[config.mk]
export PLATFORM = sky130hd
export DESIGN_NAME = vga_fb_arbiter
export DESIGN_NICKNAME = d
export VERILOG_FILES = /design/src/rtl/vga_fb_pkg.sv /design/src/rtl/fb_wr_hold.sv /design/src/rtl/vga_fb_arbiter.sv
export SDC_FILE = /design/constraint.sdc
export NUM_CORES = 1
export LEC_CHECK = 0
export BUFFER_PORTS_ARGS = -buffer_cell sky130_fd_sc_hd__buf_2
export CORE_UTILIZATION = 30
export CTS_CLUSTER_SIZE = 16
export DETAILED_ROUTE_END_ITERATION = 10
export PLACE_DENSITY = 0.54
export RECOVER_POWER = 50
export SLEW_MARGIN = 30
export SYNTH_ARGS = -nofsm -noshare
export SYNTH_HDL_FRONTEND = slang
export SYNTH_SLANG_ARGS = --single-unit
[constraint.sdc]
create_clock -name clk -period 3.12 [get_ports clk]
set_clock_uncertainty 0.15 [all_clocks]
set_input_delay 0.624 -clock clk [delete_from_list [all_inputs] [get_ports clk]]
set_output_delay 0.624 -clock clk [all_outputs]
set_load 0.01 [all_outputs]
[src/rtl/vga_fb_pkg.sv]
// Shared constants, bus FSM encoding and pixel format helper for the
// double-buffered VGA framebuffer arbiter.
package vga_fb_pkg;

  localparam int H_ACTIVE_DEF = 640;
  localparam int V_ACTIVE_DEF = 480;
  localparam int FB_PIXELS    = 307200;

  typedef enum logic [1:0] {
    BUS_IDLE  = 2'd0,
    BUS_READ  = 2'd1,
    BUS_WRITE = 2'd2
  } bus_state_e;

  // MSB replication keeps full-scale 565 components at full-scale 888.
  function automatic logic [23:0] rgb565_to_888(input logic [15:0] c);
    return {c[15:11], c[15:13], c[10:5], c[10:9], c[4:0], c[4:2]};
  endfunction

endpackage

[src/rtl/fb_wr_hold.sv]
// One-entry write holding register; out-of-range addresses are accepted
// but dropped so they never reach the SRAM.
module fb_wr_hold
  import vga_fb_pkg::*;
#(
  parameter int DEPTH = FB_PIXELS
) (
  input  logic        clk,
  input  logic        rst,
  input  logic        in_valid,
  output logic        in_ready,
  input  logic [18:0] in_addr,
  input  logic [15:0] in_data,
  input  logic        issue,
  output logic        full,
  output logic [18:0] addr,
  output logic [15:0] data
);

  localparam logic [19:0] LIMIT = 20'(DEPTH);

  logic        full_d, full_q;
  logic [18:0] addr_d, addr_q;
  logic [15:0] data_d, data_q;
  logic        accept;

  always_comb begin
    accept = in_valid && !full_q;
    full_d = full_q;
    addr_d = addr_q;
    data_d = data_q;
    if (issue) full_d = 1'b0;
    if (accept && ({1'b0, in_addr} < LIMIT)) begin
      full_d = 1'b1;
      addr_d = in_addr;
      data_d = in_data;
    end
  end

  always_ff @(posedge clk or posedge rst) begin
    if (rst) begin
      full_q <= 1'b0;
      addr_q <= '0;
      data_q <= '0;
    end else begin
      full_q <= full_d;
      addr_q <= addr_d;
      data_q <= data_d;
    end
  end

  assign in_ready = !full_q;
  assign full     = full_q;
  assign addr     = addr_q;
  assign data     = data_q;

endmodule

[src/rtl/vga_fb_arbiter.sv]
// Single-port SRAM arbiter: display reads take strict priority over queued
// framebuffer writes; writes target the back bank, reads the front bank.
module vga_fb_arbiter
  import vga_fb_pkg::*;
#(
  parameter int H_ACTIVE = H_ACTIVE_DEF,
  parameter int V_ACTIVE = V_ACTIVE_DEF
) (
  input  logic        clk,
  input  logic        rst,
  input  logic [9:0]  pix_x,
  input  logic [9:0]  pix_y,
  input  logic        pix_en,
  input  logic        pix_act,
  output logic [23:0] pix_rgb,
  input  logic        wr_valid,
  output logic        wr_ready,
  input  logic [18:0] wr_addr,
  input  logic [15:0] wr_data,
  input  logic        swap_req,
  input  logic        frame_end,
  output logic        swap_done,
  output logic        front,
  output logic [19:0] sram_addr,
  output logic [15:0] sram_dq_o,
  output logic        sram_dq_oe,
  input  logic [15:0] sram_dq_i,
  output logic        sram_we_n,
  output logic        sram_oe_n
);

  bus_state_e  state_d, state_q;
  logic [19:0] addr_d, addr_q;
  logic [15:0] dq_o_d, dq_o_q;
  logic        oe_n_d, oe_n_q, we_n_d, we_n_q, dq_oe_d, dq_oe_q;
  logic [23:0] rgb_d, rgb_q;
  logic        blank_d, blank_q;
  logic        front_d, front_q, pend_d, pend_q, swap_done_d, swap_done_q;
  logic        read_go, write_go, toggle;
  logic        hold_full;
  logic [18:0] hold_addr, lin_addr;
  logic [15:0] hold_data;

  fb_wr_hold #(.DEPTH(H_ACTIVE * V_ACTIVE)) u_hold (
    .clk      (clk),
    .rst      (rst),
    .in_valid (wr_valid),
    .in_ready (wr_ready),
    .in_addr  (wr_addr),
    .in_data  (wr_data),
    .issue    (write_go),
    .full     (hold_full),
    .addr     (hold_addr),
    .data     (hold_data)
  );

  always_comb begin
    lin_addr = 19'(pix_y) * 19'(H_ACTIVE) + 19'(pix_x);
    read_go  = pix_en && pix_act;
    write_go = hold_full && !read_go;
    state_d  = BUS_IDLE;
    addr_d   = addr_q;
    dq_o_d   = dq_o_q;
    oe_n_d   = 1'b1;
    we_n_d   = 1'b1;
    dq_oe_d  = 1'b0;
    if (read_go) begin
      state_d = BUS_READ;
      addr_d  = {front_q, lin_addr};
      oe_n_d  = 1'b0;
    end else if (write_go) begin
      state_d = BUS_WRITE;
      addr_d  = {~front_q, hold_addr};
      dq_o_d  = hold_data;
      we_n_d  = 1'b0;
      dq_oe_d = 1'b1;
    end

    // Display pipeline: capture at end of READ, or blank for inactive strobes.
    blank_d = pix_en && !pix_act;
    rgb_d   = rgb_q;
    if (state_q == BUS_READ) rgb_d = rgb565_to_888(sram_dq_i);
    else if (blank_q)        rgb_d = '0;

    toggle      = frame_end && (pend_q || swap_req);
    pend_d      = (pend_q || swap_req) && !toggle;
    front_d     = front_q ^ toggle;
    swap_done_d = toggle;
  end

  always_ff @(posedge clk or posedge rst) begin
    if (rst) begin
      state_q     <= BUS_IDLE;
      addr_q      <= '0;
      dq_o_q      <= '0;
      oe_n_q      <= 1'b1;
      we_n_q      <= 1'b1;
      dq_oe_q     <= 1'b0;
      rgb_q       <= '0;
      blank_q     <= 1'b0;
      front_q     <= 1'b0;
      pend_q      <= 1'b0;
      swap_done_q <= 1'b0;
    end else begin
      state_q     <= state_d;
      addr_q      <= addr_d;
      dq_o_q      <= dq_o_d;
      oe_n_q      <= oe_n_d;
      we_n_q      <= we_n_d;
      dq_oe_q     <= dq_oe_d;
      rgb_q       <= rgb_d;
      blank_q     <= blank_d;
      front_q     <= front_d;
      pend_q      <= pend_d;
      swap_done_q <= swap_done_d;
    end
  end

  assign sram_addr  = addr_q;
  assign sram_dq_o  = dq_o_q;
  assign sram_oe_n  = oe_n_q;
  assign sram_we_n  = we_n_q;
  assign sram_dq_oe = dq_oe_q;
  assign pix_rgb    = rgb_q;
  assign front      = front_q;
  assign swap_done  = swap_done_q;

endmodule

==> metrics.txt, run 1 <==
slowest stage delay, CP=0.42 ns; CTS tree=yes; CORE AREA=0.01515 mm2; VDD IR max=259.0 uV; n_diodes=0; global-route wire length before repair=17230 um; Tmin final=2.788 ns; Cells after Synth=393; DRC=0; drt first-iter violations=86; global route overflow=0; DP Cell Count=718; setup bufs post-CTS=0; worst-path fanout max=4; Crit path arrival time=2.83 ns; Synth Cell Area=0.004642 mm2; Clock Tree Buf Depth=2; sequential share of the synthesized area=51.81%; Pre-antenna DRT Iters=4; die width=126.4 um; final hold violations=0; Slew headroom=-8.471%; Yosys cell types=46; vias per std cell=4.640; worst slack, placed=0.006483 ns; CP cell instances=buf_2, ha_1, ha_1, fa_1, a211oi_2, buf_4, o22ai_1, nor4_4, o2111ai_2, xnor2_1, a21oi_1; crit end category=flop; initial core utilization=30.65%; post-DR wirelength/cell=14.45 um; Worst Hold Slack=0.1957 ns; H-tree Lvls=3; CTS resizes=0; CP required=3.16 ns; R2R cell count=4; I/O pin total=144; clk sink count=96; Rows=45; max cap viols=1; R2R Path End=sram_dq_o[2]$_DFFE_PP0P_; most frequent CP cell=ha_1; Final period util=89.35%; die area=0.01597 mm2; Worst-path clk slew=0.07 ns; P per Cell Area=650.8 mW/mm2; Fill cells=1494; Most used DFF post-synth=dfrtp_1; Worst-Margin Slew=1.627 ns; Async S/R FF share, synth=100.0%; Reg2Reg Setup Slack=0.87 ns; Post-synth EDFFs=0; FF-to-FF Start=u_hold.full$_DFFE_PP0P_; GRT Overall Usage=13.77%; status=complete, but fails checks; unrepaired setup endpoints after global routing=false; Final ANT Viol Nets=0; Clock Latency Late Sink=0.33 ns; Crit path buffers/inverters=2; Post-CTS Hold Buffers=0; Layout area overhead=26.66%; RD Place Congestion=0.7829; Final Net Count=640; setup ws final=0.3323 ns; Setup TNS=0 ns; clock root cell=clkbuf_16; vias after detailed routing=3406; Syn Area/Cell=11.81 um2; largest net degree at the start of global routing=53; cts bufs inserted=9; fraction of layout cells with a size suffix above 1=37.73%; worst hold path type=input pin to async pin; Syn Nets=492; Slowest-stage cell, CP=fa_1; Max Slew Vio Count=31; multi-input logic area=0.002061 mm2; IO buf count=143; #FFs+latches synth=96; highest clock rate=358.7 MHz; register area=0.002405 mm2; antenna violations before repair=0; Final setup viols=0; vias in the first global route=3357; Lkg Pwr=0.002867 uW; yosys warns=0; die height=126.4 um; Routed WL=10610 um; Critical Path Start Type=input pin; failing checks=max-capacitance violations, max-slew violations; Crit Path Category=input pin to flop; Final Non-Filler Cells=734; Post-DP HPWL=7965 um; critical path's top delay family=adder cells
-- Yosys cell counts (6+ instances only) --
| library cell | instances | area share, % |
|---|---|---|
| dfrtp_1 | 94 | 51 |
| mux2i_1 | 15 | 3.2 |
| nor2_1 | 13 | 1.1 |
| buf_4 | 11 | 1.8 |
| ha_1 | 19 | 5.1 |
| nor2b_1 | 9 | 1.2 |
| mux2_1 | 29 | 7.0 |
| clkbuf_1 | 10 | 0.81 |
| o21ai_0 | 20 | 2.2 |
| mux2_2 | 22 | 5.3 |
| nand2_1 | 52 | 4.2 |
| a21oi_1 | 9 | 0.97 |
| nand3b_1 | 17 | 2.7 |
| xor2_1 | 6 | 1.1 |
| inv_1 | 10 | 0.81 |
-- layout by cell type (no fill, tap or decap), drive strengths merged, types with 3 or more instances in the layout --
| cell | count |
|---|---|
| nand2b | 4 |
| nor2b | 9 |
| ha | 19 |
| nor2 | 13 |
| a21o | 3 |
| clkbuf | 17 |
| inv | 13 |
| nor3 | 3 |
| buf | 155 |
| a21oi | 10 |
| nand3b | 17 |
| mux2 | 51 |
| a211oi | 7 |
| nand2 | 52 |
| xnor2 | 5 |
| o21ai | 22 |
| xor2 | 6 |
| mux2i | 15 |
| dfrtp | 94 |
-- cell type report --
cell class | count | share of cell area [%]
well taps | 188 | 4.001
inverters | 10 | 0.6597
repair buffers | 162 | 14.26
clock inverters | 6 | 1.234
flip-flops and latches | 96 | 40.90
multi-input cells | 262 | 35.05
clock buffers | 10 | 3.894
-- power by group --
group          leakage (uW)  internal [uW]  switching, uW
logic               0.00156            493            518
registers           0.00116           1540            156
clock network      0.000150            635            488
-- metal layers --
metal | global-route usage (%) | part of all wire [%] | routed length (um)
met2 | 22.49 | 46 | 4903
met5 | 0 | 0 | 0
met4 | 4.252 | 0.93 | 99
met3 | 3.121 | 4.9 | 523
met1 | 18.14 | 48 | 5081
-- state kept, by name (all words and copies together), names as in the netlist --
signal	count
blank_q	1
front	1
pend_q	1
pix_rgb	16
sram_addr	20
sram_dq_o	16
sram_dq_oe	1
sram_oe_n	1
sram_we_n	1
state_q	1
swap_done	1
u_hold.addr	19
u_hold.data	16
u_hold.full	1
-- how the worst max path moves through the flow --
stage / to / depth (start not counted) / start
finish: sram_addr[18]$_DFFE_PP0P_ / 11 / pix_y[1]
global route: sram_addr[17]$_DFFE_PP0P_ / 11 / pix_y[1]
CTS: sram_addr[18]$_DFFE_PP0P_ / 11 / pix_y[1]
detailed placement: sram_addr[17]$_DFFE_PP0P_ / 11 / pix_y[1]
global placement: sram_addr[17]$_DFFE_PP0P_ / 11 / pix_y[1]
floorplan: sram_addr[18]$_DFFE_PP0P_ / 9 / pix_y[1]
-- metrics by stage --
step                      instance area [um2]  utilization [%]  power [uW]
after global placement                   5613            37.06        2720
after detailed placement                 5615            37.08        2753
final                                    5879            38.82        3826
after global routing                     5879            38.82        4079
after floorplan                          4646                -        2325
after CTS                                5917            39.07        3894
-- cells by family after synthesis --
| kind of cell | after synthesis | share of synthesized area (%) |
|---|---|---|
| simple gates | 106 | 11.78 |
| flops | 96 | 51.81 |
| mux | 66 | 15.61 |
| compound gates | 58 | 8.949 |
| buf+inv | 35 | 3.801 |
| fa+ha+maj | 21 | 5.984 |
| xor+xnor | 11 | 2.075 |
No activity file was read; power rests on OpenSTA's default activity.
==> run 2, diff against run 1 <==
--- a/config.mk
+++ b/config.mk
@@ -10,7 +10,6 @@
 export CTS_CLUSTER_SIZE = 16
 export DETAILED_ROUTE_END_ITERATION = 10
 export PLACE_DENSITY = 0.54
-export RECOVER_POWER = 50
 export SLEW_MARGIN = 30
 export SYNTH_ARGS = -nofsm -noshare
 export SYNTH_HDL_FRONTEND = slang
==> run 2 against run 1 <==
Against the previous run: the flow now finishes without violations; critical path depth did not move; sequential power barely moved; worst hold slack worse by 0.078 ns; critical endpoint is now sram_addr[17]$_DFFE_PP0P_; largest cell class unchanged.
==> metrics.txt, run 2 (synthesized netlist as in run 1, its figures left out) <==
R2R cell count=5 (+1); vias after detailed routing=3408 (+0.059%); Worst Hold Slack=0.1182 ns (-0.07753 ns); max FFs per register=20 (unchanged); fin util=39.07% (+0.25 points); final hold violations=0 (unchanged); Final Net Count=640 (unchanged); I/O pin total=144 (unchanged); Clock Tree Buf Depth=2 (unchanged); clock root cell=clkbuf_16; DRC=0 (unchanged); Critical Path Start Type=input pin; H-tree Lvls=3 (unchanged); Final ANT Viol Nets=0 (unchanged); vias per std cell=4.643 (about the same); crit end category=flop; met2 Use GR=22.49% (unchanged); Setup TNS=0 ns (unchanged); Fill cells=1485 (-0.60%); commonest non-fill, non-tap cells in the layout=143 x buf_2, 94 x dfrtp_1, 52 x nand2_1; global-route wire length before repair=17230 um (unchanged); IO buf count=143 (unchanged); vias in the first global route=3357 (unchanged); P per Cell Area=647.5 mW/mm2 (-0.50%); Lkg Pwr=0.002892 uW (+0.89%); unrepaired setup endpoints after global routing=false; Max Slew Vio Count=0 (-100%); slowest stage delay, CP=0.42 ns (about the same); antenna violations before repair=0 (unchanged); Crit path depth=11 (unchanged); worst-path fanout max=2 (-2); GRT Overall Usage=13.77% (unchanged); Crit Path Category=input pin to flop; max cap viols=0 (-1); Tmin final=2.766 ns (-0.02143 ns); Post-DP HPWL=7965 um (unchanged); RD Place Congestion=0.7829 (unchanged); leading cell type in the layout, fill and taps excluded=buf_2; setup bufs post-CTS=0 (unchanged); CP cell instances=buf_2, ha_1, ha_1, fa_1, a211oi_2, nor2_1, buf_4, nor3_1, nand4_1, xnor2_1, o21ai_1; Clock Latency Late Sink=0.33 ns (about the same); Pre-antenna DRT Iters=4 (unchanged); most frequent CP cell=ha_1; Worst-Margin Slew=0.6116 ns (-1.015 ns); CP required=3.20 ns (+0.04 ns); global route overflow=0 (unchanged); Routed WL=10610 um (about the same); routing usage on met3=3.121% (unchanged); CTS resizes=0 (unchanged); Layout area overhead=27.47%; met1 usage=18.14% (unchanged); die area=0.01597 mm2 (unchanged); Final setup viols=0 (unchanged); Crit path arrival time=2.84 ns (about the same); n_diodes=0 (unchanged); Final period util=88.66% (-0.69 points); largest net degree at the start of global routing=53 (unchanged); die width=126.4 um (unchanged); CTS tree=yes; cts bufs inserted=9 (unchanged); CORE AREA=0.01515 mm2 (unchanged); Crit path buffers/inverters=2 (unchanged); clk sink count=96 (unchanged); Rows=45 (unchanged); highest clock rate=361.5 MHz (+0.77%); Slew headroom=59.04% (+68 points); Slowest-stage cell, CP=fa_1; critical path's top delay family=adder cells; Post-CTS Hold Buffers=0 (unchanged); post-DR wirelength/cell=14.46 um (about the same); initial core utilization=30.65% (unchanged); VDD IR max=258.0 uV (-0.41%); worst hold path type=input pin to async pin; drt first-iter violations=114 (+33%); grt peak-use layer=met2; Worst-path clk slew=0.07 ns (about the same); die height=126.4 um (unchanged); fraction of layout cells with a size suffix above 1=39.01% (+1.3 points); status=finished, final reports clean
## run 2: changes by cell type in the layout (fill, tap and decap cells not counted), sizes merged
cell,previous run,this run
buf,155,162
clkbuf,17,10
## run 2: final timing paths
check	end	startpoint	slack (ns)
worst max-delay path	sram_addr[17]$_DFFE_PP0P_	pix_y[1]	0.35
worst min-delay path	sram_dq_o[7]$_DFFE_PP0P_	rst	0.12
worst max register to register	u_hold.addr[1]$_DFFE_PP0P_	u_hold.full$_DFFE_PP0P_	1.39
worst min register to register	pend_q$_DFF_PP0_	pend_q$_DFF_PP0_	0.33
max in group asynchronous	sram_oe_n$_DFF_PP1_	rst	1.97
min in group clk	pend_q$_DFF_PP0_	frame_end	0.29
## run 2: cell type report
cell class	count	area (um2)	share of cell area, %
repair buffers	162	870.8	14.72
clock inverters	6	72.57	1.226
flip-flops and latches	96	2405	40.64
well taps	188	235.2	3.975
multi-input cells	262	2063	34.87
inverters	10	41.29	0.6978
clock buffers	10	229.0	3.870
## run 2: layer usage
layer	part of all wire (%)	wire length, um
met3	5.1	541
met4	0.94	100
met1	48	5108
met2	46	4862
met5	0	0
## run 2: worst register-to-register path, cell delays in order (launching register included)
cell and delay [ns]:
dfrtp_1 0.37, inv_1 0.11, nand2_1 0.13, a21oi_4 0.14, buf_4 0.33, mux2_1 0.38
## run 2: power by group
group | switching [uW] | leakage (uW) | internal (uW)
combinational | 519 | 0.00158 | 498
clock | 487 | 0.000150 | 635
sequential | 157 | 0.00116 | 1540
## run 2: per-stage QoR
step,cells,worst slack [ns],total power [uW],area [um2]
global placement,718,0.0008373,2720,5613
global route,734,0.1461,4085,5917
floorplan,393,0.1300,2325,4646
detailed placement,718,0.006483,2753,5615
finish,734,0.3538,3831,5917
CTS,734,0.3656,3894,5917
